$ cat config.mk
export PLATFORM = sky130hd
export DESIGN_NAME = pipelined_shifter
export DESIGN_NICKNAME = d
export VERILOG_FILES = /design/src/rtl/shifter_pkg.sv /design/src/rtl/shifter_stage.sv /design/src/rtl/pipelined_shifter.sv
export SDC_FILE = /design/constraint.sdc
export NUM_CORES = 1
export LEC_CHECK = 0
export CAP_MARGIN = 30
export CORE_MARGIN = 5
export CORE_UTILIZATION = 45
export DETAILED_ROUTE_END_ITERATION = 12
export DONT_BUFFER_PORTS = 1
export SLEW_MARGIN = 10
export SYNTH_ARGS = -nofsm -noshare
export SYNTH_HDL_FRONTEND = slang
export SYNTH_HIERARCHICAL = 1
export SYNTH_SLANG_ARGS = --single-unit
$ cat constraint.sdc
create_clock -name clk -period 3.21 [get_ports clk]
set_clock_uncertainty 0.15 [all_clocks]
set_input_delay 0.642 -clock clk [delete_from_list [all_inputs] [get_ports clk]]
set_output_delay 0.642 -clock clk [all_outputs]
set_load 0.01 [all_outputs]
$ cat src/rtl/shifter_pkg.sv
// shifter_pkg: op encoding and per-stage control payload shared by the shifter pipeline
package shifter_pkg;
  typedef enum logic [1:0] {SHR = 2'b00, SHL = 2'b01, SRA = 2'b10, ROR = 2'b11} shift_op_t;
  typedef struct packed {
    shift_op_t op;
    logic      sign;
    logic      valid;
  } stage_ctrl_t;
endpackage

$ cat src/rtl/shifter_stage.sv
// shifter_stage: conditional shift by DIST for the beat's op, registered with enable (ROR rotates only with SHIFTER_ROTATE_EN)
module shifter_stage import shifter_pkg::*; #(
  parameter int WIDTH   = 8,
  parameter int SHAMT_W = $clog2(WIDTH),
  parameter int DIST    = 1
) (
  input  logic               clk,
  input  logic               rst,
  input  logic               en,
  input  logic               sel,
  input  logic [WIDTH-1:0]   in_data,
  input  logic [SHAMT_W-1:0] in_shamt,
  input  stage_ctrl_t        in_ctrl,
  output logic [WIDTH-1:0]   out_data,
  output logic [SHAMT_W-1:0] out_shamt,
  output stage_ctrl_t        out_ctrl
);
  logic [WIDTH-1:0] ror_data;
  logic [WIDTH-1:0] next_data;
`ifdef SHIFTER_ROTATE_EN
  assign ror_data = {in_data[DIST-1:0], in_data[WIDTH-1:DIST]};
`else
  assign ror_data = in_data >> DIST;
`endif
  // select this level's shifted operand, or pass through when the shamt bit is clear
  always_comb begin
    next_data = !sel                ? in_data :
                in_ctrl.op == SHL   ? in_data << DIST :
                in_ctrl.op == SRA   ? {{DIST{in_ctrl.sign}}, in_data[WIDTH-1:DIST]} :
                in_ctrl.op == ROR   ? ror_data :
                                      in_data >> DIST;
  end
  // pipeline register; holds everything while the pipe is stalled
  always_ff @(posedge clk or posedge rst) begin
    if (rst) begin
      out_data  <= '0;
      out_shamt <= '0;
      out_ctrl  <= '0;
    end else if (en) begin
      out_data  <= next_data;
      out_shamt <= in_shamt;
      out_ctrl  <= in_ctrl;
    end
  end
endmodule

$ cat src/rtl/pipelined_shifter.sv
// pipelined_shifter: log2(WIDTH)-stage barrel shifter with valid/ready; SHIFTER_ROTATE_EN enables true ROR
module pipelined_shifter import shifter_pkg::*; #(
  parameter int WIDTH   = 8,
  parameter int SHAMT_W = $clog2(WIDTH)
) (
  input  logic               clk,
  input  logic               rst,
  input  logic               in_valid,
  output logic               in_ready,
  input  logic [WIDTH-1:0]   in_data,
  input  logic [SHAMT_W-1:0] in_shamt,
  input  shift_op_t          in_op,
  output logic               out_valid,
  input  logic               out_ready,
  output logic [WIDTH-1:0]   out_data
);
  logic [WIDTH-1:0]   d [SHAMT_W+1];
  logic [SHAMT_W-1:0] s [SHAMT_W+1];
  stage_ctrl_t        c [SHAMT_W+1];
  logic               unused_tail;
  assign in_ready = !out_valid || out_ready;
  assign d[0] = in_data;
  assign s[0] = in_shamt;
  assign c[0] = '{op: in_op, sign: in_data[WIDTH-1], valid: in_valid};
  for (genvar i = 0; i < SHAMT_W; i++) begin : g_stage
    shifter_stage #(.WIDTH(WIDTH), .SHAMT_W(SHAMT_W), .DIST(1 << i)) u_stage (
      .clk       (clk),
      .rst       (rst),
      .en        (in_ready),
      .sel       (s[i][i]),
      .in_data   (d[i]),
      .in_shamt  (s[i]),
      .in_ctrl   (c[i]),
      .out_data  (d[i+1]),
      .out_shamt (s[i+1]),
      .out_ctrl  (c[i+1])
    );
  end
  assign out_data    = d[SHAMT_W];
  assign out_valid   = c[SHAMT_W].valid;
  assign unused_tail = ^{s[SHAMT_W], c[SHAMT_W].op, c[SHAMT_W].sign};
endmodule

==> results list <==
- Total area of multi-input combinational cells: 754.5 um^2
- Global routing finished with a remaining overflow of 0.
* Non-filler instance count after layout: 209
- The top cell types in the final layout, fill and taps aside, are sky130_fd_sc_hd__dfrtp_1 (36), sky130_fd_sc_hd__o21ai_1 (13), sky130_fd_sc_hd__mux2_2 (12), sky130_fd_sc_hd__a21oi_1 (12), sky130_fd_sc_hd__a22oi_1 (11).
- RD Place Congestion: 0.8888
- After routing the design area is 0.001854 mm^2.
* Clock Tree Buf Depth: 2
* Synthesized instance count: 157
- Endpoint kind of the worst setup timing path: primary output
- Minimum setup slack after placement: 1048 ps
* Max Freq: 447.0 MHz
* Unrepaired setup endpoints after global routing: false
- Share of the clock period used by the worst path after layout: 0.6969
- Internal power comes to 1053 uW.
* Clock period minus worst slack: 2237 ps
- Sw Share: 0.3657
- Entering global routing, the biggest net connects 16 pins.
- Wire length after detailed routing: 3.578 mm
- Die Span X: 72.17 um
- Number of warnings issued by yosys: 6
- The area growth from synthesis to layout is 6.619%.
- The number of antenna violations at the first check in global routing is 0.
* Vias in the first global route: 1,261
- Synthesis produced a netlist with a net count of 174.
- Data on the critical path arrives at its endpoint at 1450 ps.
- Total negative slack for setup checks: 0 ps
* Number of instances in the placed design: 201
- The path class of the tightest hold or removal check is input pin to async pin.
- The tree is rooted in a sky130_fd_sc_hd__clkbuf_8.
- Relative contribution of sequential cells to total power: 0.508
* Fraction of power consumed by combinational cells: 0.296
* Number of buffers added on ports: 0
- The final number of hold-violating endpoints was 0.
- In the final design database the tool counted 177 nets.
- The clock tree synthesis step divided the H-tree into 2 levels.
* Power spent charging and discharging nets: 607.2 uW
- Detailed Routing Iterations Pass 1: 4
- Setup crit start kind: register
- Post-synthesis average cell area: 11.08 um^2
- Summed over all cells, the static leakage comes to 0.0008053 uW.
* Die Outline Area: 0.005208 mm^2
* Post-CTS Resized: 0
- Worst slew margin relative to its limit: 0.6335
* CP Data Required Time: 2420 ps
- Using the TritonRoute via totals, the vias-per-cell ratio works out to 5.699.
- The filler cells instantiated in the layout total 350.
- In this run the remaining antenna-violating nets after routing total 0.
- In this run the post-CTS setup repair buffer count came out at 0.
* Max IR drop VDD: 0.3376 mV
- The worst path meets setup with 972.9 ps of slack.
- Routed wire per std cell: 17.12 um
* Placed instance area: 0.001764 mm^2
- Max-cap violations in this run came to 0.
- Drt initial violations: 42
- Rows: 22
- Critical setup path kind: register to primary output
* Post-CTS Hold Buffers: 0
* FF/Latch Area: 900.9 um^2
- The region available for standard cell placement spans 0.003716 mm^2.
- The wire-length estimate of the detail-placed layout is 2.779 mm.
- The run finished with clean final reports.
- Setup violations remaining at the end of the flow were counted as 0.
- # IOs: 27
* Pins Over Slew Limit: 0
* Aggregate global-route resource usage: 0.1493
* CTS tree: built
- Tightest Pin Transition: 549.1 ps
- The first global-routing pass estimated 6.092 mm of wire.
- The initial utilization of the core area, before any placement, comes to 0.4680.
* Part of the total power dissipated in the clock network: 0.196
- Antenna cells: 0
- Clock buffers created by TritonCTS: 5
- The mapped netlist covers 0.001739 mm^2.
- The clock drives 36 sinks.
- Most frequent standard cell in the layout excluding fill and tap cells: sky130_fd_sc_hd__dfrtp_1
- Fraction of layout cells with a size suffix above 1: 0.1677
- Summing over every cut layer, the via total after detailed routing is 1,191.
- The completed layout was analyzed and its total power is 1660 uW.
- In this run the worst path has a maximum fanout of 15.
* Detailed-route DRC error count: 0
* Clock latency reported for the late side of the worst-skew pair: 280 ps
- Clock transition time at the flip-flop clock pins of the worst setup and hold paths: 70 ps
- Measured along the y axis, the die boundary spans 72.17 um.
* Pwr dens: 895.4 mW/mm^2
[path summary, 6_finish.rpt]
kind | startpoint | end | slack [ps] | depth (start not counted)
max reg2reg | g_stage[2].u_stage/out_ctrl[0] | g_stage[1].u_stage/out_ctrl[3] | 1240 | 4
max | g_stage[2].u_stage/out_ctrl[0] | in_ready | 970 | 2
min reg2reg | g_stage[0].u_stage/out_shamt[2] | g_stage[1].u_stage/out_shamt[2] | 360 | 1
max in group asynchronous | rst | g_stage[0].u_stage/out_data[0] | 2410 | 1
min | rst | g_stage[2].u_stage/out_data[6] | 50 | 1
min in group clk | in_data[4] | g_stage[0].u_stage/out_data[4] | 360 | 2
[critical path, cell delays in order (launching register included)]
cell	delay, ps
sky130_fd_sc_hd__dfrtp_1	430
sky130_fd_sc_hd__nand2b_1	410
sky130_fd_sc_hd__buf_4	320
[registers in the layout, indices dropped and copies added, names as in the netlist]
name                       cells
g_stage.u_stage/out_data      24
g_stage.u_stage/out_ctrl       9
g_stage.u_stage/out_shamt      3
[power by group through the flow]
stage / sequential, uW / combinational [uW] / clock (uW)
after floorplan: 776 / 447 / 0
after global placement: 848 / 474 / 0
after detailed placement: 858 / 489 / 0
after CTS: 850 / 493 / 336
after global routing: 872 / 554 / 349
final: 843 / 491 / 326
[metal layers]
layer,up-vias,GRT usage,share of wire
li1,572,-,-
met1,594,0.1834,0.43
met2,25,0.2487,0.51
met5,-,0,0
met3,0,0.05817,0.052
met4,0,0.03132,0
[area by class of cell]
class,count,area share
clock buffer,8,0.04858
inverter,7,0.01417
multi-input combinational,107,0.4069
sequential,36,0.4858
tap,48,0.03239
timing repair buffer,3,0.01215
[through the flow]
step / hold WS [ps] / util
final: 46.27 / 0.4990
after global routing: 70.97 / 0.4990
after CTS: 47.90 / 0.4990
after detailed placement: 347.6 / 0.4747
after global placement: 335.9 / 0.4747
after floorplan: 314.5 / -
Power figures use the tool's default switching activity.
